==> config.mk <==
export PLATFORM = sky130hd
export DESIGN_NAME = xadc_drp_arbiter
export DESIGN_NICKNAME = d
export VERILOG_FILES = /design/src/rtl/xadc_pkg.sv /design/src/rtl/rr_picker.sv /design/src/rtl/xadc_drp_arbiter.sv
export SDC_FILE = /design/constraint.sdc
export NUM_CORES = 1
export LEC_CHECK = 0
export BUFFER_PORTS_ARGS = -buffer_cell sky130_fd_sc_hd__buf_2
export CAP_MARGIN = 0
export CORE_ASPECT_RATIO = 0.5
export CORE_UTILIZATION = 47
export CTS_CLUSTER_SIZE = 24
export DETAILED_ROUTE_END_ITERATION = 16
export PLACE_DENSITY = 0.87
export SLEW_MARGIN = 20
export SYNTH_ARGS = -nofsm -noshare
export SYNTH_HDL_FRONTEND = slang
export SYNTH_SLANG_ARGS = --single-unit
==> constraint.sdc <==
create_clock -name clk -period 2.7 [get_ports clk]
set_input_delay 0.54 -clock clk [delete_from_list [all_inputs] [get_ports clk]]
set_output_delay 0.54 -clock clk [all_outputs]
set_load 0.05 [all_outputs]
==> src/rtl/xadc_pkg.sv <==
// ============================================================================
// xadc_pkg : shared definitions for the XADC DRP arbiter
// Revision : 1.0 - initial release
// ============================================================================
`default_nettype none

package xadc_pkg;

  typedef enum logic [1:0] {
    S_IDLE  = 2'd0,
    S_ISSUE = 2'd1,
    S_WAIT  = 2'd2,
    S_DONE  = 2'd3
  } state_t;

  localparam int DRP_AW = 7;
  localparam int DRP_DW = 16;

  localparam logic [DRP_AW-1:0] VAUX6  = 7'h16;
  localparam logic [DRP_AW-1:0] VAUX7  = 7'h17;
  localparam logic [DRP_AW-1:0] VAUX14 = 7'h1E;
  localparam logic [DRP_AW-1:0] VAUX15 = 7'h1F;

endpackage

`default_nettype wire

==> src/rtl/rr_picker.sv <==
// ============================================================================
// rr_picker : combinational round-robin picker (first set bit at/after ptr)
// Revision  : 1.0 - initial release
// ============================================================================
`default_nettype none

module rr_picker #(
  parameter int N_REQ = 4
) (
  input  logic [N_REQ-1:0]         req,
  input  logic [$clog2(N_REQ)-1:0] ptr,
  output logic [N_REQ-1:0]         grant,
  output logic [$clog2(N_REQ)-1:0] idx,
  output logic                     valid
);

  localparam int IW = $clog2(N_REQ);

  logic [IW:0] cand;

  // Scan farthest-first so the candidate closest to ptr overwrites the rest.
  always_comb begin
    idx  = '0;
    cand = '0;
    for (int k = N_REQ - 1; k >= 0; k--) begin
      cand = {1'b0, ptr} + (IW+1)'(k);
      if (cand >= (IW+1)'(N_REQ)) begin
        cand = cand - (IW+1)'(N_REQ);
      end
      if (req[cand[IW-1:0]]) begin
        idx = cand[IW-1:0];
      end
    end
    valid = |req;
    grant = valid ? (N_REQ'(1) << idx) : '0;
  end

endmodule

`default_nettype wire

==> src/rtl/xadc_drp_arbiter.sv <==
// ============================================================================
// xadc_drp_arbiter : round-robin sharing of one XADC DRP port with timeout
// Revision         : 1.0 - initial release
// ============================================================================
`default_nettype none

module xadc_drp_arbiter
  import xadc_pkg::*;
#(
  parameter int N_REQ   = 4,
  parameter int TIMEOUT = 255
) (
  input  logic                      clk,
  input  logic                      resetn,
  input  logic [N_REQ-1:0]          req,
  input  logic [DRP_AW*N_REQ-1:0]   req_addr,
  input  logic [N_REQ-1:0]          req_we,
  input  logic [DRP_DW*N_REQ-1:0]   req_di,
  output logic [N_REQ-1:0]          ack,
  output logic [DRP_DW-1:0]         ack_do,
  output logic                      ack_err,
  output logic                      busy,
  output logic                      drp_den,
  output logic                      drp_dwe,
  output logic [DRP_AW-1:0]         drp_daddr,
  output logic [DRP_DW-1:0]         drp_di,
  input  logic [DRP_DW-1:0]         drp_do,
  input  logic                      drp_drdy
);

  localparam int IW = $clog2(N_REQ);

  state_t              state, state_nxt;
  logic [IW-1:0]       ptr, win_idx, pick_idx;
  logic [N_REQ-1:0]    win_oh, pick_grant;
  logic                pick_valid;
  logic [DRP_AW-1:0]   g_addr;
  logic                g_we;
  logic [DRP_DW-1:0]   g_di;
  logic [15:0]         wait_cnt;
  logic [DRP_DW-1:0]   res_do;
  logic                res_err;
  logic                timed_out;

  logic [DRP_AW-1:0]   addr_arr [N_REQ];
  logic [DRP_DW-1:0]   di_arr   [N_REQ];

  for (genvar i = 0; i < N_REQ; i++) begin : g_unpack
    assign addr_arr[i] = req_addr[DRP_AW*i +: DRP_AW];
    assign di_arr[i]   = req_di[DRP_DW*i +: DRP_DW];
  end

  rr_picker #(.N_REQ(N_REQ)) u_picker (
    .req   (req),
    .ptr   (ptr),
    .grant (pick_grant),
    .idx   (pick_idx),
    .valid (pick_valid)
  );

  // The TIMEOUT-th WAIT cycle sees wait_cnt == TIMEOUT-1.
  assign timed_out = (wait_cnt == 16'(TIMEOUT - 1));

  always_ff @(posedge clk) begin
    if (!resetn) begin
      state    <= S_IDLE;
      ptr      <= '0;
      win_idx  <= '0;
      win_oh   <= '0;
      g_addr   <= '0;
      g_we     <= 1'b0;
      g_di     <= '0;
      wait_cnt <= '0;
      res_do   <= '0;
      res_err  <= 1'b0;
    end else begin
      state <= state_nxt;
      case (state)
        S_IDLE: begin
          if (pick_valid) begin
            win_idx <= pick_idx;
            win_oh  <= pick_grant;
            g_addr  <= addr_arr[pick_idx];
            g_we    <= req_we[pick_idx];
            g_di    <= di_arr[pick_idx];
          end
        end
        S_ISSUE: wait_cnt <= '0;
        S_WAIT: begin
          if (drp_drdy) begin
            res_do  <= g_we ? '0 : drp_do;
            res_err <= 1'b0;
          end else if (timed_out) begin
            res_do  <= '0;
            res_err <= 1'b1;
          end else begin
            wait_cnt <= wait_cnt + 16'd1;
          end
        end
        S_DONE: ptr <= (win_idx == IW'(N_REQ - 1)) ? '0 : win_idx + IW'(1);
        default: ;
      endcase
    end
  end

  always_comb begin
    state_nxt = state;
    ack       = '0;
    ack_do    = '0;
    ack_err   = 1'b0;
    drp_den   = 1'b0;
    busy      = (state != S_IDLE);
    case (state)
      S_IDLE:  if (pick_valid) state_nxt = S_ISSUE;
      S_ISSUE: begin
        drp_den   = 1'b1;
        state_nxt = S_WAIT;
      end
      S_WAIT:  if (drp_drdy || timed_out) state_nxt = S_DONE;
      S_DONE: begin
        ack       = win_oh;
        ack_do    = res_do;
        ack_err   = res_err;
        state_nxt = S_IDLE;
      end
      default: state_nxt = S_IDLE;
    endcase
  end

  assign drp_dwe   = g_we;
  assign drp_daddr = g_addr;
  assign drp_di    = g_di;

endmodule

`default_nettype wire

==> results_dict.tcl, run 1 <==
set metrics [dict create \
    clockRootBuffer "clkbuf_16" \
    period_needed_ps 2220 \
    dieArea_um2 7830 \
    worst_pin_slew_ps 689 \
    drive_gt1_share_pct 34.9 \
    synth.distinct_cells 46 \
    htreeDepth 3 \
    min_to "res_do[10]" \
    rows 21 \
    hp-start "drp_do[10]" \
    placed_area_um2 4470 \
    grt_pass1_vias 3467 \
    antenna_cells 0 \
    timing.slew.headroom_pct 54.1 \
    clk_latency_ps 330 \
    clock_sinks 67 \
    slew_violations 0 \
    ys_top_cells_by_area "dfxtp_1 38%, mux2i_1 15%, o221ai_1 6.2%, nand2_1 5.7%, and2_1 4.3%" \
    cts_tree "done" \
    num-fill-cells 573 \
    tns_ps 0 \
    portBuffers 165 \
    drv_cap 0 \
    grt_pass1_wl_um 15700 \
    seqPwrFrac_pct 33.3 \
    holdPathStages 3 \
    finalClockSkew_ps 5.52 \
    antenna_found_initial 0 \
    synth_top_area_share_pct 38.3 \
    async_flop_share_pct 0 \
    core_area_um2 6940 \
    fmax_ghz 0.451 \
    vias 3652 \
    setup_violations 0 \
    start_util_pct 50.5 \
    ys.flop_type "dfxtp_1" \
    leakagePower_nw 2.31 \
    design_area_um2 4730 \
    switchingPower_mw 1.54 \
    seq_area_um2 1340 \
    rsz0062_at_grt "no" \
    r2r_start "wait_cnt[0]" \
    grtUsageTotal_pct 25.7 \
    avgSynthCellArea_um2 8.74 \
    peakVddDrop_v 0.000507 \
    dp_hpwl_um 6970 \
    yosys_warnings 0 \
    arrival_ps 2460 \
    synth_edf_count 0 \
    finalCritPeriodShare_pct 82.1 \
    cts_hold_buffers 0 \
    antenna_left 0 \
    synth_area_um2 3500 \
    drc 0 \
    wire_per_inst_um 14.8 \
    synth_fp_nets 527 \
    min_path_type "input pin to register" \
    cts_setup_buffers 0 \
    die_w_um 124 \
    crit_path_end_kind "register" \
    r2r-end "res_do[14]" \
    yosysSeqAreaShare_pct 38.3 \
    grt_max_degree 38 \
    die_h_um 63.1 \
    clk_pin_slew_ps 50 \
    grt.overflow.total 0 \
    area_growth_pct 34.8 \
    drtIter0Drc 194 \
    drt-total-wl_um 9730 \
    status "complete, no violations" \
    synth_cells 401 \
    clkPwrFrac_pct 27.4 \
    ys_ff_latch 67 \
    crit_type "register to register" \
    r2r_slack_ps 480 \
    yosysMostFrequentCell "dfxtp_1" \
    crit_fanout 32 \
    viasPerCell 5.57 \
    synth_area_leader_cell "dfxtp_1" \
    multiInputGateArea_um2 2050 \
    numCtsBuffers 9 \
    place_congestion 0.834 \
    p_sw_share_pct 40.6 \
    reg2regPathDepth 9 \
    netlist_top_cells_count "67 x dfxtp_1, 53 x nand2_1, 52 x mux2i_1, 25 x o221ai_1" \
    worstPathRequired_ps 2950 \
    p_int_mw 2.25 \
    io_pins 166 \
    cts_resized 0 \
    layout.nets 689 \
    cp-start-kind "register" \
    hold_viol_final 0 \
    cts_buffer_depth 2 \
    firstDrtPassIters 4 \
    combinationalPowerShare_pct 39.3 \
    p_per_area_nw_per_um2 802 \
]
-- routing by layer --
layer / part of all wire [%] / vias up / global-route usage, %
met5: 0 / - / 0
met3: 4.9 / 24 / 7.61
met4: 2.0 / 0 / 9.67
li1: - / 1784 / -
met1: 41 / 1742 / 28.8
met2: 52 / 102 / 45.5
-- sequential cells by signal (all words and copies together), names as in the netlist --
signal     count
drp_daddr      7
drp_di        16
drp_dwe        1
ptr            2
res_do        16
res_err        1
state          2
wait_cnt      16
win_idx        2
win_oh         4
-- worst max path at each step --
stage	startpoint	end	depth (start not counted)
final	wait_cnt[0]	res_do[14]	9
after global routing	wait_cnt[0]	wait_cnt[2]	7
after CTS	wait_cnt[0]	res_do[14]	9
after detailed placement	req[2]	drp_dwe	6
after global placement	req[2]	drp_dwe	6
after floorplan	wait_cnt[0]	wait_cnt[2]	8
-- cell families after synthesis --
group | count (synthesis) | synth area share (%)
compound gates | 84 | 16.5
xor+xnor | 4 | 1.00
fa+ha+maj | 7 | 2.50
buf+inv | 34 | 4.11
flops | 67 | 38.3
mux | 53 | 15.2
simple gates | 152 | 22.4
-- power groups by stage --
stage	Sequential, mW	Clock (mW)	Combinational [mW]
3_5_place_dp	1.27	0	1.48
5_1_grt	1.28	1.10	1.58
6_report	1.26	1.04	1.49
4_1_cts	1.26	1.05	1.49
3_3_place_gp	1.27	0	1.45
2_1_floorplan	1.69	0	0.646
-- critical path: stages, from the launching register on --
cell,delay (ps)
dfxtp_1,330
inv_1,80
ha_1,150
or4b_4,470
nor4_4,300
buf_4,200
o21a_1,110
buf_4,270
nand3_1,120
o21ai_0,90
-- per-stage QoR --
stage | cells | hold WS, ps | power [mW] | setup WS (ps) | util, %
2_1_floorplan | 401 | 427 | 2.33 | 636 | -
3_3_place_gp | 644 | 436 | 2.73 | 549 | 64.4
3_5_place_dp | 644 | 444 | 2.75 | 474 | 64.4
4_1_cts | 656 | 421 | 3.80 | 474 | 68.1
5_1_grt | 656 | 429 | 3.97 | 344 | 68.1
6_report | 656 | 435 | 3.79 | 483 | 68.1
-- cell type report --
cell class / instances / share of cell area (%)
clock buffer: 12 / 5.43
inverter: 8 / 0.635
multi-input combinational: 300 / 43.5
sequential: 67 / 28.4
tap: 92 / 2.44
timing repair buffer: 177 / 19.6
-- placed cells by master (no fill, tap or decap), drive strengths merged, types with 2 or more instances in the layout --
cell type	instances
or4	2
nor3	3
and3	3
ha	7
nand3	24
nand3b	3
inv	8
and4	2
o41ai	2
o31ai	2
nand2	53
o221ai	25
o22ai	2
nor2b	2
and2	24
buf	177
clkbuf	12
xnor2	3
nor2	15
o211ai	2
dfxtp	67
nand4	9
a21boi	2
nand2b	3
o21a	4
or3	4
a21oi	13
nor4	2
mux2i	52
o21ai	25
Note: power is estimated with default switching activity, not from simulation.
==> run 2: changes to the inputs <==
--- a/config.mk
+++ b/config.mk
@@ -8,10 +8,10 @@
 export BUFFER_PORTS_ARGS = -buffer_cell sky130_fd_sc_hd__buf_2
 export CAP_MARGIN = 0
 export CORE_ASPECT_RATIO = 0.5
-export CORE_UTILIZATION = 47
+export CORE_UTILIZATION = 42
 export CTS_CLUSTER_SIZE = 24
 export DETAILED_ROUTE_END_ITERATION = 16
-export PLACE_DENSITY = 0.87
+export PLACE_DENSITY = 0.82
 export SLEW_MARGIN = 20
 export SYNTH_ARGS = -nofsm -noshare
 export SYNTH_HDL_FRONTEND = slang
==> constraint.sdc (replaced) <==
create_clock -name clk -period 2 [get_ports clk]
set_input_delay 0.4 -clock clk [delete_from_list [all_inputs] [get_ports clk]]
set_output_delay 0.4 -clock clk [all_outputs]
set_load 0.05 [all_outputs]
==> results_dict.tcl, run 2 (same netlist as run 1, synthesis figures left out) <==
set metrics [dict create \
    min_path_type "input pin to register" \
    antenna_cells 0 \
    die_w_um 131 \
    antenna_found_initial 0 \
    io_pins 166 \
    hp-start "drp_do[6]" \
    finalClockSkew_ps 4.05 \
    vias 3661 \
    numCtsBuffers 9 \
    worstPathRequired_ps 2250 \
    drtIter0Drc 230 \
    core_area_um2 8060 \
    design_area_um2 4980 \
    dieArea_um2 8740 \
    portBuffers 165 \
    timing.slew.headroom_pct 56.6 \
    drive_gt1_share_pct 38.1 \
    crit_path_end_kind "register" \
    rsz0062_at_grt "yes" \
    period_needed_ps 1940 \
    drt-total-wl_um 10000 \
    grtUsageTotal_pct 22.0 \
    r2r_slack_ps 60 \
    crit_type "register to register" \
    die_h_um 66.6 \
    arrival_ps 2190 \
    setup_ws_ps 58.3 \
    placed_area_um2 4640 \
    cts_buffer_depth 2 \
    dp_hpwl_um 7260 \
    crit_fanout 16 \
    place_congestion 0.855 \
    clockRootBuffer "clkbuf_16" \
    clk_latency_ps 330 \
    finalCritPeriodShare_pct 97.1 \
    cts_hold_buffers 0 \
    p_total_mw 5.28 \
    fmax_ghz 0.515 \
    firstDrtPassIters 4 \
    grt_pass1_wl_um 15200 \
    grt_pass1_vias 3267 \
    grt.overflow.total 0 \
    wire_per_inst_um 14.5 \
    peakVddDrop_v 0.000622 \
    hold_viol_final 0 \
    slew_violations 0 \
    cp-start-kind "register" \
    reg2regPathDepth 8 \
    p_per_area_nw_per_um2 1060 \
    r2r-end "res_do[14]" \
    clock_sinks 67 \
    cts_tree "done" \
    dp_slack_ps -11.4 \
    tns_ps 0 \
    layout.nets 703 \
    viasPerCell 5.28 \
    final_cell_mix "163 x buf_2, 66 x dfxtp_1, 53 x nand2_1, 52 x mux2i_1" \
    holdPathStages 3 \
    area_growth_pct 42.1 \
    antenna_left 0 \
    clk_pin_slew_ps 50 \
    htreeDepth 3 \
    min_to "res_do[6]" \
    r2r_start "wait_cnt[0]" \
    leakagePower_nw 2.42 \
    rows 23 \
    drc 0 \
    worst_pin_slew_ps 651 \
    start_util_pct 43.5 \
    final_common_cell "buf_2" \
    num-fill-cells 684 \
    setup_violations 0 \
    status "complete, no violations" \
    grt_max_degree 38 \
    drv_cap 0 \
]
run 2: cell count changes in the layout (fill, tap and decap cells not counted), sizes merged:
cell and delta:
clkbuf +1, clkinv +5, clkinvlp +1, buf +11
run 2: how the worst max path moves through the flow:
stage                             from          end  slack (ps)  cells after the start
after floorplan            wait_cnt[0]  wait_cnt[2]           3                      8
after global placement     wait_cnt[0]  wait_cnt[2]          50                      7
after detailed placement   wait_cnt[0]   res_do[10]         -10                      8
after CTS                 wait_cnt[15]   res_do[14]           1                      6
after global routing       wait_cnt[0]  wait_cnt[8]         -40                      9
final                      wait_cnt[0]   res_do[14]          60                      8
run 2: through the flow:
stage | hold WS [ps] | util, % | instances
6_report | 286 | 61.8 | 694
5_1_grt | 298 | 61.8 | 694
4_1_cts | 282 | 60.8 | 690
3_5_place_dp | 441 | 57.6 | 674
3_3_place_gp | 435 | 57.6 | 674
2_1_floorplan | 427 | - | 401
run 2: final cells by class:
class                      count  area (um^2)  share of cell area [%]
multi-input combinational    300         2070                    41.6
tap                          112          140                    2.81
timing repair buffer         191         1130                    22.8
sequential                    67         1340                    27.0
clock buffer                  10          229                    4.60
clock inverter                 6         32.5                   0.653
inverter                       8         30.0                   0.603
run 2: critical path, cell delays in order, from the launching register on:
cell     delay, ps
dfxtp_2        340
inv_2           60
ha_1           130
or4b_4         470
nor4_4         270
o21a_2         250
buf_12         150
nand3_1         80
o21ai_1        100
run 2: what timing repair did:
| action | CTS | global route |
|---|---|---|
| setup buffers | 0 | 3 |
| pin swaps | 1 | 1 |
| resized for setup | 0 | 10 |
| endpoints found under the setup margin | 3 | 46 |
| endpoints found under the hold margin | 0 | 0 |
| gates cloned | 0 | 1 |
run 2: layer usage:
layer / GRT usage, % / vias up / part of all wire [%]
met1: 24.5 / 1714 / 41
met2: 39.7 / 108 / 52
met3: 7.69 / 17 / 5.7
li1: - / 1822 / -
met4: 7.50 / 0 / 1.5
met5: 0 / - / 0
run 2: report_power, final:
part           switching (mW)  leakage (nW)  internal [mW]  total [mW]
Clock                   0.561         0.132          0.826        1.39
Combinational            1.46          1.75          0.739        2.20
Sequential              0.129         0.546           1.57        1.70
==> run 3: changes to the inputs <==
--- a/config.mk
+++ b/config.mk
@@ -7,12 +7,16 @@
 export LEC_CHECK = 0
 export BUFFER_PORTS_ARGS = -buffer_cell sky130_fd_sc_hd__buf_2
 export CAP_MARGIN = 0
+export CELL_PAD_IN_SITES_DETAIL_PLACEMENT = 0
+export CELL_PAD_IN_SITES_GLOBAL_PLACEMENT = 1
 export CORE_ASPECT_RATIO = 0.5
-export CORE_UTILIZATION = 42
+export CORE_UTILIZATION = 31
 export CTS_CLUSTER_SIZE = 24
 export DETAILED_ROUTE_END_ITERATION = 16
-export PLACE_DENSITY = 0.82
+export PLACE_DENSITY = 0.83
+export RECOVER_POWER = 100
 export SLEW_MARGIN = 20
 export SYNTH_ARGS = -nofsm -noshare
 export SYNTH_HDL_FRONTEND = slang
+export SYNTH_HIERARCHICAL = 1
 export SYNTH_SLANG_ARGS = --single-unit
==> results_dict.tcl, run 3 <==
set metrics [dict create \
    status "finished with violations" \
    violations "setup timing" \
    synth_top_area_share_pct 36.3 \
    yosysSeqAreaShare_pct 36.3 \
    synth_fp_nets 528 \
    p_int_mw 3.56 \
    ys_top_cells_by_area "dfxtp_1 36%, mux4_2 15%, nand2_1 8.4%, a21oi_1 5.4%, a22o_1 3.8%" \
    antenna_left 0 \
    firstDrtPassIters 4 \
    drt-total-wl_um 11500 \
    setup_violations 16 \
    hold_viol_final 0 \
    cts_hold_buffers 0 \
    vias 3814 \
    die_w_um 157 \
    numCtsBuffers 9 \
    clkPwrFrac_pct 29.1 \
    slew_violations 0 \
    timing.slew.headroom_pct 49.7 \
    antenna_found_initial 2 \
    finalCritPeriodShare_pct 103 \
    synth_cells 401 \
    peakVddDrop_v 0.000551 \
    grt.overflow.total 0 \
    utilization_pct 49.4 \
    path_cells "inv_2 > ha_1 > or4b_4 > buf_6 > o41ai_4 > buf_4 > a21oi_4 > a22o_1" \
    cts_buffer_depth 2 \
    p_sw_share_pct 40.3 \
    dp_hpwl_um 8090 \
    clk_pin_slew_ps 60 \
    leakagePower_nw 2.46 \
    viasPerCell 4.93 \
    min_path_type "input pin to register" \
    cp_slowest_stage_delay_ps 470 \
    grtUsageTotal_pct 18.9 \
    dp_cells 735 \
    r2r_slack_ps -50 \
    async_flop_share_pct 0 \
    switchingPower_mw 2.40 \
    dieArea_um2 12400 \
    cts_tree "done" \
    ys.flop_type "dfxtp_1" \
    drive_gt1_share_pct 45.0 \
    synth.distinct_cells 53 \
    ys_ff_latch 67 \
    rsz0062_at_grt "yes" \
    final_cell_mix "136 x buf_2, 75 x nand2_1, 64 x dfxtp_1, 46 x buf_4, 36 x a21oi_1" \
    layout.nets 736 \
    die_h_um 79.3 \
    final_cells 774 \
    grt_max_degree 27 \
    worst_pin_slew_ps 754 \
    combinationalPowerShare_pct 42.4 \
    area_growth_pct 51.2 \
    yosys_warnings 6 \
    yosysMostFrequentCell "nand2_1" \
    place_congestion 0.835 \
    core_area_um2 11300 \
    io_pins 166 \
    clock_sinks 67 \
    tns_ps -456 \
    final_common_cell "buf_2" \
    wire_per_inst_um 14.9 \
    crit_fanout 8 \
    fmax_ghz 0.487 \
    seqPwrFrac_pct 28.5 \
    rows 27 \
    grt_pass1_wl_um 18300 \
    crit_path_end_kind "register" \
    portBuffers 165 \
    period_needed_ps 2050 \
    clockRootBuffer "clkbuf_16" \
    avgSynthCellArea_um2 9.23 \
    cp-start-kind "register" \
    grt_pass1_vias 3725 \
    drv_cap 0 \
    p_total_mw 5.96 \
    drc 0 \
    htreeDepth 3 \
    setup_ws_ps -54.2 \
    p_per_area_nw_per_um2 1070 \
    netlist_top_cells_count "83 x nand2_1, 67 x dfxtp_1, 40 x a21oi_1, 24 x mux4_2, 22 x and2_1" \
    dp_slack_ps -51.6 \
    crit_type "register to register" \
    drtIter0Drc 182 \
    start_util_pct 32.7 \
    synth_area_um2 3700 \
    num-fill-cells 1086 \
    clk_latency_ps 330 \
    arrival_ps 2270 \
    cpMaxStageDelayCell "or4b_4" \
    synth_area_leader_cell "dfxtp_1" \
    worstPathRequired_ps 2220 \
    synth_edf_count 0 \
    finalClockSkew_ps 6.31 \
]
[run 3: power by group through the flow]
stage               combinational (mW)  clock, mW  sequential (mW)
floorplan                         1.13          0             2.22
global placement                  2.37          0             1.71
detailed placement                2.38          0             1.71
CTS                               2.48       1.77             1.69
global route                      2.75       1.84             1.73
finish                            2.53       1.74             1.70
[run 3: cell type report]
| type | count | area, um^2 | share of cell area (%) |
|---|---|---|---|
| Multi-Input combinational cell | 295 | 2310 | 41.4 |
| Timing Repair Buffer | 225 | 1360 | 24.3 |
| Sequential cell | 67 | 1350 | 24.1 |
| Clock buffer | 10 | 239 | 4.27 |
| Tap cell | 159 | 199 | 3.56 |
| Clock inverter | 6 | 88.8 | 1.59 |
| Inverter | 11 | 43.8 | 0.783 |
| Antenna cell | 1 | 2.50 | 0.0447 |
[run 3: layer usage]
layer,up-vias,GRT usage [%],part of all wire (%)
met5,-,0,0.087
met2,98,33.5,51
li1,1885,-,-
met1,1810,22.0,43
met3,19,5.08,4.7
met4,2,6.96,1.7
[run 3: path summary, 6_finish.rpt]
path                    start        end  cells after the start
setup / recovery  wait_cnt[0]  res_do[5]                      8
hold / removal      drp_do[2]  res_do[2]                      2
setup reg to reg  wait_cnt[0]  res_do[5]                      8
hold reg to reg     win_oh[2]  win_oh[2]                      2
[run 3: worst max-delay path, delay by kind of cell (launching register included)]
kind / cells / cell delay (ps)
flip-flops: 1 / 320
adder cells (fa/ha/maj): 1 / 130
AO/OA/AOI/OAI: 3 / 630
buffers and inverters: 3 / 380
AND/OR/NAND/NOR: 1 / 470
[run 3: repair_timing]
| action | CTS | global route |
|---|---|---|
| setup buffers | 14 | 5 |
| endpoints found under the setup margin | 42 | 74 |
| gates cloned | 1 | 3 |
| gates resized for setup | 9 | 30 |
| pin swaps | 14 | 16 |
[run 3: logic make-up after synthesis]
kind of cell | share of synthesized area [%]
and+or+nand+nor | 21.7
AOI/OAI and AO/OA | 17.4
DFF | 36.3
buffers and inverters | 4.90
muxes | 16.5
adders and majority gates | 2.71
xor gates and xnor gates | 0.474
[run 3: metrics by stage]
| stage | cell area, um^2 | hold slack, ps |
|---|---|---|
| floorplan | 3730 | 432 |
| global placement | 4950 | 439 |
| detailed placement | 4950 | 444 |
| CTS | 5430 | 263 |
| global route | 5590 | 267 |
| finish | 5590 | 277 |
